$ cat src/rtl/tpm_cmd_sequencer.sv
// Command sequencer between the TPM IO front end and the execution engine:
// arbitrates locality requests, starts the engine, watches it for timeout and holds the response.
module tpm_cmd_sequencer #(
    parameter int          NUM_LOC        = 5,
    parameter int          ARB_MODE       = 0,
    parameter int          TIMEOUT_CYCLES = 1000000,
    parameter logic [31:0] TIMEOUT_RC     = 32'h0000_0909,
    parameter int          CW             = 20
) (
    input  logic                  clock,
    input  logic                  reset_n,
    input  logic [NUM_LOC-1:0]    req_valid,
    input  logic [32*NUM_LOC-1:0] req_code,
    output logic [NUM_LOC-1:0]    grant,
    output logic                  exec_start,
    output logic [31:0]           exec_code,
    output logic [7:0]            exec_locality,
    input  logic                  eng_done,
    input  logic [31:0]           eng_rc,
    output logic                  rsp_valid,
    output logic [31:0]           rsp_code,
    output logic [7:0]            rsp_locality,
    input  logic                  rsp_ack,
    output logic                  busy,
    output logic                  timeout_flag,
    output logic [15:0]           cmd_count
);

    localparam int LW = (NUM_LOC > 1) ? $clog2(NUM_LOC) : 1;

    typedef enum logic [1:0] {
        ST_IDLE  = 2'd0,
        ST_START = 2'd1,
        ST_EXEC  = 2'd2,
        ST_RESP  = 2'd3
    } state_e;

    state_e               state_q, state_d;
    logic [LW-1:0]        rr_q, rr_d;
    logic [CW-1:0]        cnt_q, cnt_d;
    logic [NUM_LOC-1:0]   grant_q, grant_d;
    logic                 exec_start_q, exec_start_d;
    logic [31:0]          exec_code_q, exec_code_d;
    logic [7:0]           exec_loc_q, exec_loc_d;
    logic                 rsp_valid_q, rsp_valid_d;
    logic [31:0]          rsp_code_q, rsp_code_d;
    logic [7:0]           rsp_loc_q, rsp_loc_d;
    logic                 busy_q, busy_d;
    logic                 timeout_q, timeout_d;
    logic [15:0]          cmd_count_q, cmd_count_d;

    logic [LW-1:0]        sel_s;
    logic                 found_s;
    logic                 hit_s;
    logic [31:0]          code_arr_s [NUM_LOC];

    for (genvar g = 0; g < NUM_LOC; g++) begin : g_code
        assign code_arr_s[g] = req_code[32*g +: 32];
    end

    // Arbiter: pick the channel to grant from the current request vector.
    always_comb begin : arb_sel
        int idx;
        sel_s   = '0;
        found_s = 1'b0;
        hit_s   = 1'b0;
        idx     = 0;
        if (ARB_MODE == 1) begin
            // Scan upward from the pointer, wrapping; the first hit is kept.
            for (int k = 0; k < NUM_LOC; k++) begin
                idx = int'(rr_q) + k;
                idx = (idx >= NUM_LOC) ? (idx - NUM_LOC) : idx;
                hit_s   = !found_s && req_valid[LW'(idx)];
                sel_s   = hit_s ? LW'(idx) : sel_s;
                found_s = found_s | hit_s;
            end
        end else begin
            for (int i = 0; i < NUM_LOC; i++) begin
                sel_s   = req_valid[LW'(i)] ? LW'(i) : sel_s;
                found_s = found_s | req_valid[LW'(i)];
            end
        end
    end

    // Next-state and next-output logic for the sequencer.
    always_comb begin
        state_d      = state_q;
        rr_d         = rr_q;
        cnt_d        = cnt_q;
        grant_d      = '0;
        exec_start_d = 1'b0;
        exec_code_d  = exec_code_q;
        exec_loc_d   = exec_loc_q;
        rsp_valid_d  = rsp_valid_q;
        rsp_code_d   = rsp_code_q;
        rsp_loc_d    = rsp_loc_q;
        timeout_d    = timeout_q;
        cmd_count_d  = cmd_count_q;

        case (state_q)
            ST_IDLE: begin
                if (found_s) begin
                    state_d      = ST_START;
                    grant_d      = NUM_LOC'(1) << sel_s;
                    exec_start_d = 1'b1;
                    exec_code_d  = code_arr_s[sel_s];
                    exec_loc_d   = {{(8-LW){1'b0}}, sel_s};
                    if (ARB_MODE == 1) begin
                        rr_d = (sel_s == LW'(NUM_LOC-1)) ? LW'(0) : (sel_s + LW'(1));
                    end else begin
                        rr_d = rr_q;
                    end
                end else begin
                    state_d = ST_IDLE;
                end
            end
            ST_START: begin
                cnt_d   = '0;
                state_d = ST_EXEC;
            end
            ST_EXEC: begin
                // A completion in the final watchdog cycle still counts as done.
                if (eng_done) begin
                    rsp_code_d  = eng_rc;
                    timeout_d   = 1'b0;
                    rsp_valid_d = 1'b1;
                    rsp_loc_d   = exec_loc_q;
                    state_d     = ST_RESP;
                end else if (cnt_q == CW'(TIMEOUT_CYCLES-1)) begin
                    rsp_code_d  = TIMEOUT_RC;
                    timeout_d   = 1'b1;
                    rsp_valid_d = 1'b1;
                    rsp_loc_d   = exec_loc_q;
                    state_d     = ST_RESP;
                end else begin
                    cnt_d = cnt_q + CW'(1);
                end
            end
            ST_RESP: begin
                if (rsp_ack) begin
                    cmd_count_d = cmd_count_q + 16'd1;
                    rsp_valid_d = 1'b0;
                    timeout_d   = 1'b0;
                    state_d     = ST_IDLE;
                end else begin
                    state_d = ST_RESP;
                end
            end
            default: begin
                state_d = ST_IDLE;
            end
        endcase

        busy_d = (state_d != ST_IDLE);
    end

    // State and output registers.
    always_ff @(posedge clock or negedge reset_n) begin
        if (!reset_n) begin
            state_q      <= ST_IDLE;
            rr_q         <= '0;
            cnt_q        <= '0;
            grant_q      <= '0;
            exec_start_q <= 1'b0;
            exec_code_q  <= 32'd0;
            exec_loc_q   <= 8'd0;
            rsp_valid_q  <= 1'b0;
            rsp_code_q   <= 32'd0;
            rsp_loc_q    <= 8'd0;
            busy_q       <= 1'b0;
            timeout_q    <= 1'b0;
            cmd_count_q  <= 16'd0;
        end else begin
            state_q      <= state_d;
            rr_q         <= rr_d;
            cnt_q        <= cnt_d;
            grant_q      <= grant_d;
            exec_start_q <= exec_start_d;
            exec_code_q  <= exec_code_d;
            exec_loc_q   <= exec_loc_d;
            rsp_valid_q  <= rsp_valid_d;
            rsp_code_q   <= rsp_code_d;
            rsp_loc_q    <= rsp_loc_d;
            busy_q       <= busy_d;
            timeout_q    <= timeout_d;
            cmd_count_q  <= cmd_count_d;
        end
    end

    assign grant         = grant_q;
    assign exec_start    = exec_start_q;
    assign exec_code     = exec_code_q;
    assign exec_locality = exec_loc_q;
    assign rsp_valid     = rsp_valid_q;
    assign rsp_code      = rsp_code_q;
    assign rsp_locality  = rsp_loc_q;
    assign busy          = busy_q;
    assign timeout_flag  = timeout_q;
    assign cmd_count     = cmd_count_q;

endmodule

$ cat config.mk
export PLATFORM = sky130hd
export DESIGN_NAME = tpm_cmd_sequencer
export DESIGN_NICKNAME = d
export VERILOG_FILES = /design/src/rtl/tpm_cmd_sequencer.sv
export SDC_FILE = /design/constraint.sdc
export NUM_CORES = 1
export LEC_CHECK = 0
export ABC_AREA = 1
export BUFFER_PORTS_ARGS = -buffer_cell sky130_fd_sc_hd__buf_4
export CELL_PAD_IN_SITES_DETAIL_PLACEMENT = 1
export CELL_PAD_IN_SITES_GLOBAL_PLACEMENT = 2
export CORE_ASPECT_RATIO = 1.2
export CORE_UTILIZATION = 26
export DETAILED_ROUTE_END_ITERATION = 8
export GPL_TIMING_DRIVEN = 1
export PLACE_DENSITY = 0.83
export SLEW_MARGIN = 10
export SYNTH_ARGS = -nofsm -noshare
export SYNTH_HDL_FRONTEND = slang
export SYNTH_SLANG_ARGS = --single-unit
export TNS_END_PERCENT = 30
$ cat constraint.sdc
create_clock -name clock -period 3.72 [get_ports clock]
set_clock_uncertainty 0.1 [all_clocks]
set_input_delay 0.186 -clock clock [delete_from_list [all_inputs] [get_ports clock]]
set_output_delay 0.186 -clock clock [all_outputs]
set_load 0.03 [all_outputs]
==> results of run 1 <==
-- layout make-up --
type,count,area share [%]
clock buffer,18,4.61
clock inverter,14,1.60
inverter,42,1.65
multi-input combinational,635,30.6
sequential,114,29.9
tap,315,4.14
timing repair buffer,328,27.4
-- worst min-delay path by stage --
stage / startpoint / endpoint / slack (ns) / cells after the start
3_5_place_dp: reset_n / cnt_q[18] / 0.28 / 1
5_1_grt: req_code[46] / exec_code[14] / 0.02 / 3
4_1_cts: req_code[60] / exec_code[28] / 0.002 / 3
2_1_floorplan: reset_n / busy / -0.21 / 0
6_report: req_code[36] / exec_code[4] / 0.008 / 3
3_3_place_gp: reset_n / cnt_q[18] / 0.27 / 1
-- worst min-delay path, cell delays in order --
cell,delay (ns)
buf_4,0.07
o21ai_0,0.09
a31oi_1,0.14
-- sequential cells by signal, summed over array words and instances (netlist names), 2 cells and up --
signal and flops:
cnt_q 20, grant 4, rsp_locality 2, cmd_count 16
exec_locality 2, rsp_code 32, exec_code 32, state_q 2
-- layout by cell type, fill, tap and decap left out, types with 2 or more instances in the layout --
master / instances
dlygate4sd3_1: 61
o21ai_0: 73
inv_6: 4
inv_2: 6
nor3b_1: 2
conb_1: 13
and2_1: 3
nor3_2: 2
nand3_1: 50
nor2_1: 225
xor2_1: 16
nand2_1: 174
clkinv_4: 4
nand4_1: 7
a21oi_1: 2
xnor2_1: 6
inv_1: 35
clkinv_2: 3
buf_4: 267
a31oi_1: 32
dfrtp_1: 114
bufinv_16: 2
nor2_2: 4
ha_1: 2
nor2_4: 4
nor3_1: 11
clkbuf_16: 17
nand2_2: 2
-- per-stage QoR --
stage	power, mW	hold slack (ns)	worst slack [ns]	cells
2_1_floorplan	3.59	-0.210	1.99	843
3_3_place_gp	4.66	0.272	1.42	1373
3_5_place_dp	4.71	0.278	1.39	1373
4_1_cts	6.45	0.00199	1.35	1466
5_1_grt	6.76	0.0239	1.13	1466
6_report	6.38	0.00794	1.40	1466
-- what timing repair did --
item	4_1_cts	5_1_grt
hold endpoints to repair	124	0
buffers inserted	0	0
setup endpoints to repair	0	0
resized for setup	0	0
hold buffers	61	0
-- cells by family after synthesis --
logic type | synth area share (%)
other | 0.0610
flip-flops | 46.4
XOR/XNOR | 3.13
AND/OR/NAND/NOR | 33.1
AO/OA/AOI/OAI | 9.76
buffers and inverters | 7.12
adder cells (fa/ha/maj) | 0.407
-- synthesized netlist by cell type --
library cell | instances | share of area [%]
a21oi_1 | 2 | 0.16
a21oi_4 | 1 | 0.26
a31oi_1 | 32 | 3.3
and2_1 | 3 | 0.31
buf_2 | 14 | 1.1
buf_4 | 14 | 1.7
buf_6 | 2 | 0.37
clkbuf_1 | 22 | 1.3
clkinv_1 | 1 | 0.061
conb_1 | 1 | 0.061
dfrtp_1 | 114 | 46
ha_1 | 2 | 0.41
inv_1 | 35 | 2.1
inv_2 | 6 | 0.37
nand2_1 | 174 | 11
nand2_2 | 2 | 0.20
nand2_4 | 1 | 0.18
nand3_1 | 50 | 4.1
nand3_2 | 1 | 0.16
nand3_4 | 1 | 0.28
nand4_1 | 7 | 0.71
nor2_1 | 227 | 14
nor2_2 | 3 | 0.31
nor2_4 | 3 | 0.55
nor2_8 | 1 | 0.33
nor3_1 | 11 | 0.89
nor3_2 | 2 | 0.33
nor3b_1 | 2 | 0.24
o21ai_0 | 73 | 5.9
o21ai_2 | 1 | 0.14
or2_0 | 1 | 0.10
xnor2_1 | 6 | 0.85
xor2_1 | 16 | 2.3
-- power by group through the flow --
stage	clock network (mW)	logic (mW)	registers [mW]
final	1.66	2.77	1.95
after global routing	1.75	2.99	2.01
after CTS	1.69	2.80	1.95
after detailed placement	0	2.74	1.97
after global placement	0	2.71	1.95
after floorplan	0	0.895	2.70
-- metal layers --
metal / part of all wire [%] / global-route usage, % / vias up
met5: 0 / 0 / -
met2: 51 / 36.1 / 194
met1: 40 / 21.3 / 3173
met3: 5.7 / 5.46 / 28
li1: - / - / 3248
met4: 2.5 / 6.78 / 0
==> impl_metrics.ini, run 1 <==
[synth]
yosysSeqAreaShare_pct = 46.4
synth_cell_types = 33
synth_cells = 831
synth_area_um2 = 6150
yosys_warnings = 0
avgSynthCellArea_um2 = 7.40
synth-seq-cells = 114

[placement]
port-buffer-count = 258
gp_congestion = 0.771
hpwl_um = 16200
place_area_um2 = 8320

[critical_path]
rr_startpoint = cnt_q[0]
worstPathRequired_ns = 3.97
crit_type = flip-flop to flip-flop
r2r_cells = 9
crit_start = cnt_q[0]
slowest_stage = dfrtp_1
r2r_end = cnt_q[9]
crit_fanout = 20
crit_chain = ha_1, nand2_1, nor2_4, nand3_1, nand2_1, nand2_2, inv_2, nand2_1, nand2_1
crit_path_end_kind = flip-flop
critPathBufInv = 1
path_common_cell = nand2_1
path_depth = 9
cp-start-kind = flip-flop
critPathCapture = cnt_q[9]
crit_arrival_ns = 2.56
crit_path_max_incr_delay_ns = 0.51
rrSetupSlack_ns = 1.40
critPathTopFamily = simple AND/OR/NAND/NOR gates

[global_route]
grt_overflow_total = 0
antenna_found_initial = 0
grt_max_degree = 67
grt_pass1_vias = 7061
grt_usage_pct = 19.6
grt_pass1_wl_um = 36600

[sta]
fin_crit_sh_pct = 62.3
worst_pin_slew_ns = 1.05
hold_viol_final = 0
tns_ns = 0
timing.fmax_ghz = 0.432
setup_viol = 0
relSlewSlack_pct = 29.9
min_period_ns = 2.32
maxSlewViolCount = 0
grt_setup_unrepaired = false

[clock_tree]
cts.htree.levels = 4
clock_latency_ns = 0.41
numCtsBuffers = 17
clk_pin_slew_worst_paths_ns = 0.06
ctsRootBufferMaster = clkbuf_16
cts_tree = yes
clk_path_buf_depth = 2
cts_sinks = 114

[final_layout]
drive_gt1_share_pct = 28.1
stdcell_area_um2 = 9530
fin_util_pct = 41.1
regArea_um2 = 2850
antenna_cells = 0
fin_nets = 1341
multi_input_area_um2 = 2920
area_growth_pct = 54.9
fillCellCount = 2929

[outcome]
status = finished clean

[power_and_ir_drop]
p_int_mw = 3.65
comb_power_share_pct = 43.4
p_switching_mw = 2.73
vdd_drop_max_mv = 0.261
p_leak_nw = 4.65
clkPwrFrac_pct = 26.0
powerDensity_nw_per_um2 = 670
seqPwrFrac_pct = 30.6
switching_share_pct = 42.8

[floorplan]
num_io_pins = 306
core-area_um2 = 23200
fp-row-count = 61
die_area_um2 = 24300
initial_core_util_pct = 26.5
chipWidth_um = 142
die_h_um = 170

[route]
antenna_left = 0
drc = 0
vias = 6643
firstDrtPassIters = 4
viasPerCell = 4.53
routed_wl_um = 23100
drtIter0Drc = 227
post_drt_wl_per_cell_um = 15.8

[job]
drv_cap = 0

[hold_path]
min_path_type = input pin to flip-flop
(Power assumes the default switching activity.)
==> run 2, diff against run 1 <==
Settings changed: CORE_UTILIZATION 26 to 24, PLACE_DENSITY 0.83 to 0.78.
Clock period 3.72 ns to 2.3 ns, I/O delays scaled along.
==> run 2 against run 1 <==
Net effect:
- first-iteration DRC count rose by 0.88%
- register-to-register slack worse by 1.1 ns
- worst hold slack improved by 0.011 ns
- final cell count up 5.5%
- combinational power grew 73%
- critical path type is now input pin to flip-flop
- critical endpoint is now exec_code[12]
- largest power group unchanged
- highest routed layer unchanged
==> impl_metrics.ini, run 2 (synthesis results as in run 1) <==
[clock_tree]
cts_sinks = 114
clock_latency_ns = 0.41
ctsRootBufferMaster = clkbuf_16
cts_resized = 0
numCtsBuffers = 17
cts.htree.levels = 4
clk_pin_slew_worst_paths_ns = 0.07
cts_tree = yes
postCtsSetupBuffers = 0
clk_path_buf_depth = 2

[critical_path]
crit_fanout = 16
critPathCapture = exec_code[12]
crit_type = input pin to flip-flop
slowest_stage = dlygate4sd3_1
cp-start-kind = input pin
crit_chain = dlygate4sd3_1, buf_4, inv_1, o21ai_2, inv_1, buf_4, o21ai_0, a31oi_1, dlygate4sd3_1
worstPathRequired_ns = 2.56
r2r_end = exec_code[26]
rr_startpoint = state_q[1]
crit_path_max_incr_delay_ns = 0.57
r2r_cells = 5
crit_arrival_ns = 2.36
crit_path_end_kind = flip-flop
rrSetupSlack_ns = 0.26
crit_start = req_valid[1]

[final_layout]
fin_nets = 1412
mostFrequentLayoutCells = buf_4 (273), nor2_1 (225), nand2_1 (174)
antenna_cells = 0
final_common_cell = buf_4
drive_gt1_share_pct = 27.0
area_growth_pct = 67.4

[job]
drv_cap = 0

[route]
routed_wl_um = 24500
drc = 0
firstDrtPassIters = 4
vias = 6969
viasPerCell = 4.50
antenna_left = 0
drtIter0Drc = 229
post_drt_wl_per_cell_um = 15.8

[global_route]
grt_usage_pct = 19.0
grt_pass1_wl_um = 38500
grt_pass1_vias = 7422
grt_overflow_total = 0
grt_max_degree = 70
antenna_found_initial = 0

[outcome]
status = finished clean

[sta]
worst_pin_slew_ns = 0.666
whs_ns = 0.0194
grt_setup_unrepaired = false
maxSlewViolCount = 0
hold_viol_final = 0
timing.fmax_ghz = 0.478
tns_ns = 0
fin_crit_sh_pct = 91.0
relSlewSlack_pct = 55.5
setup_viol = 0
min_period_ns = 2.09

[placement]
port-buffer-count = 258
gp_congestion = 0.746
hpwl_um = 16900

[floorplan]
die_h_um = 177
num_io_pins = 306
chipWidth_um = 148
initial_core_util_pct = 24.7
core-area_um2 = 24900
die_area_um2 = 26300
fp-row-count = 63

[hold_path]
min_path_type = input pin to flip-flop

[power_and_ir_drop]
p_leak_nw = 4.93
powerDensity_nw_per_um2 = 1060
vdd_drop_max_mv = 0.464
[run 2: worst min path at each step]
stage | from | end | slack, ns | cells after the start
finish | req_code[104] | exec_code[8] | 0.02 | 5
global route | req_code[46] | exec_code[14] | 0.02 | 3
CTS | req_code[104] | exec_code[8] | 0.003 | 5
detailed placement | reset_n | cnt_q[18] | -0.13 | 1
global placement | reset_n | cnt_q[18] | -0.13 | 1
floorplan | reset_n | busy | -0.28 | 0
[run 2: timing repair]
action                                  4_1_cts  5_1_grt
endpoints found under the setup margin        0        0
hold buffers                                125        0
hold endpoints to repair                    184        0
[run 2: layer usage]
metal | vias up | wire, µm | track usage (%)
li1 | 3398 | - | -
met1 | 3338 | 9730 | 20.6
met2 | 197 | 12900 | 35.3
met3 | 36 | 1320 | 5.22
met4 | 0 | 564 | 5.97
met5 | - | 0 | 0
[run 2: cell type report]
class | instances | area, µm²
Timing Repair Buffer | 399 | 3320
Sequential cell | 114 | 2850
Inverter | 42 | 158
Tap cell | 325 | 407
Clock inverter | 15 | 219
Fill cell | 3084 | 14600
Multi-Input combinational cell | 635 | 2920
Clock buffer | 17 | 425
[run 2: power by group]
group          switching [mW]  total, mW  internal, mW
clock                    1.10       2.95          1.85
combinational            2.97       4.79          1.82
sequential              0.477       3.16          2.68
total                    4.55       10.9          6.35
[run 2: stage by stage]
step / utilization, % / instances / setup slack, ns / power, mW / area [µm²]
after detailed placement: 33.7 / 1390 / 0.267 / 7.68 / 8400
after floorplan: - / 843 / 0.571 / 5.81 / 6200
after global routing: 41.3 / 1547 / 0.0874 / 11.5 / 10300
final: 41.3 / 1547 / 0.207 / 10.9 / 10300
after global placement: 33.7 / 1390 / 0.344 / 7.59 / 8400
after CTS: 41.3 / 1547 / 0.254 / 11.0 / 10300
[run 2: worst max-delay path: cells and delay by family]
| family | cells | cell delay (ns) |
|---|---|---|
| buf+inv | 6 | 1.89 |
| compound gates | 3 | 0.35 |
==> run 3, diff against run 2 <==
Settings changed: CORE_ASPECT_RATIO 1.2 to 1.4, CORE_MARGIN set to 5.
==> run 3 against run 2 <==
Net effect:
- clock power fell by 9.5%
- total power rose by 0.43%
- final cell count fell by 0.39%
- non-clock buffer count did not move
- sequential share of layout area rose by 0.088 points
- first-iteration DRC count fell by 2.6%
- wire length rose by 5.9%
- global-route usage fell by 1.3 points
- setup slack improved by 0.037 ns
- final area fell by 0.32%
- utilization fell by 0.90 points
- largest power group unchanged
==> impl_metrics.ini, run 3 (synthesis results as in run 1) <==
[final_layout]
mostFrequentLayoutCells = buf_4 (274), nor2_1 (225), nand2_1 (174)
fin_nets = 1412
final_common_cell = buf_4
final_cells = 1541
fin_util_pct = 40.4
antenna_cells = 0
drive_gt1_share_pct = 27.3
stdcell_area_um2 = 10300
area_growth_pct = 66.9

[sta]
maxSlewViolCount = 0
relSlewSlack_pct = 65.6
timing.fmax_ghz = 0.486
worst_pin_slew_ns = 0.517
fin_crit_sh_pct = 89.4
hold_viol_final = 0
fin_ws_ns = 0.244
setup_viol = 0
min_period_ns = 2.06
tns_ns = 0
grt_setup_unrepaired = false

[critical_path]
worstPathRequired_ns = 2.56
crit_arrival_ns = 2.32
critPathBufInv = 5
slowest_stage = dlygate4sd3_1
crit_chain = buf_4, clkinv_1, buf_4, nor2_1, nor2_1, o21ai_0, dlygate4sd3_1, a31oi_1, dlygate4sd3_1
crit_type = input pin to flip-flop
crit_fanout = 33
crit_path_max_incr_delay_ns = 0.57
critPathTopFamily = buffers and inverters
cp-start-kind = input pin
crit_path_end_kind = flip-flop

[route]
drc = 0
routed_wl_um = 25900
drtIter0Drc = 223
post_drt_wl_per_cell_um = 16.8
dr_wl_met3_um = 1590
met1_length_um = 9610
vias = 6974
route.top_layer_used = met4
antenna_left = 0
firstDrtPassIters = 4
viasPerCell = 4.53
met2_length_um = 14000

[clock_tree]
cts.htree.levels = 4
cts_sinks = 114
clk_pin_slew_worst_paths_ns = 0.06
clk_path_buf_depth = 2
cts_tree = yes
ctsRootBufferMaster = clkbuf_16
numCtsBuffers = 17
clock_latency_ns = 0.42

[floorplan]
die_area_um2 = 29000
core-area_um2 = 25400
die_h_um = 199
chipWidth_um = 145
num_io_pins = 306
initial_core_util_pct = 24.2
fp-row-count = 69

[global_route]
grt_usage_pct = 17.7
antenna_found_initial = 0
grt_pass1_vias = 7817
grt_overflow_total = 0
grt_max_degree = 67
grt_pass1_wl_um = 40900

[power_and_ir_drop]
seqPwrFrac_pct = 28.9
p_leak_nw = 4.88
switching_share_pct = 41.5
comb_power_share_pct = 46.7
powerDensity_nw_per_um2 = 1070
clkPwrFrac_pct = 24.4
p_int_mw = 6.40
vdd_drop_max_mv = 0.516
p_switching_mw = 4.55

[placement]
place_ws_ns = 0.285
dp.cells = 1387
port-buffer-count = 258
gp_congestion = 0.780
hpwl_um = 18200
place_area_um2 = 8450

[job]
drv_cap = 0

[outcome]
status = finished clean

[hold_path]
min_path_type = input pin to flip-flop
[run 3: changes by cell type in the layout (fill, tap and decap cells not counted), sizes merged]
cell	change
inv	-7
clkbuf	+3
dlygate4sd3	-4
clkinvlp	+3
clkinv	+3
buf	+4
bufinv	-2
[run 3: layout make-up]
| class | instances | area [µm²] |
|---|---|---|
| fill | 3161 | 15100 |
| inverter | 42 | 161 |
| multi-input combinational | 635 | 2920 |
| sequential | 114 | 2850 |
| clock buffer | 20 | 457 |
| tap | 319 | 399 |
| timing repair buffer | 399 | 3350 |
| clock inverter | 12 | 131 |
[run 3: timing repair]
action | in CTS | in global routing
resized for setup | 0 | 1
hold buffers | 121 | 0
endpoints found under the hold margin | 104 | 0
endpoints found under the setup margin | 0 | 2
setup buffers | 0 | 1
[run 3: tightest hold or removal path: cells and delay by family]
family / cells / cell delay (ns)
compound gates: 2 / 0.30
buf+inv: 1 / 0.08
[run 3: final timing paths]
path                                from       endpoint  slack, ns  depth (start not counted)
min in group asynchronous        reset_n       grant[3]       0.11                          2
setup reg to reg                cnt_q[1]   rsp_code[13]       0.27                          9
setup / recovery            req_valid[3]   exec_code[2]       0.24                          9
max in group asynchronous        reset_n   exec_code[9]       1.36                          3
hold / removal              req_code[82]  exec_code[18]       0.02                          3
hold reg to reg            cmd_count[12]  cmd_count[12]       0.39                          1
[run 3: routing by layer]
layer	GRT usage [%]	vias up
met5	0	-
met4	7.09	0
met3	5.33	42
met2	33.3	210
met1	18.4	3323
li1	-	3399
[run 3: through the flow]
stage	total power [mW]	hold WS (ns)
2_1_floorplan	5.81	-0.281
3_3_place_gp	7.70	0.0288
3_5_place_dp	7.78	0.0329
4_1_cts	11.1	0.0105
5_1_grt	11.6	0.0388
6_report	10.9	0.0155
[run 3: power groups by stage]
stage	clock network (mW)	logic, mW	registers, mW
6_report	2.67	5.12	3.16
5_1_grt	2.82	5.52	3.25
4_1_cts	2.75	5.16	3.17
3_5_place_dp	0	4.58	3.19
3_3_place_gp	0	4.54	3.16
2_1_floorplan	0	1.45	4.36
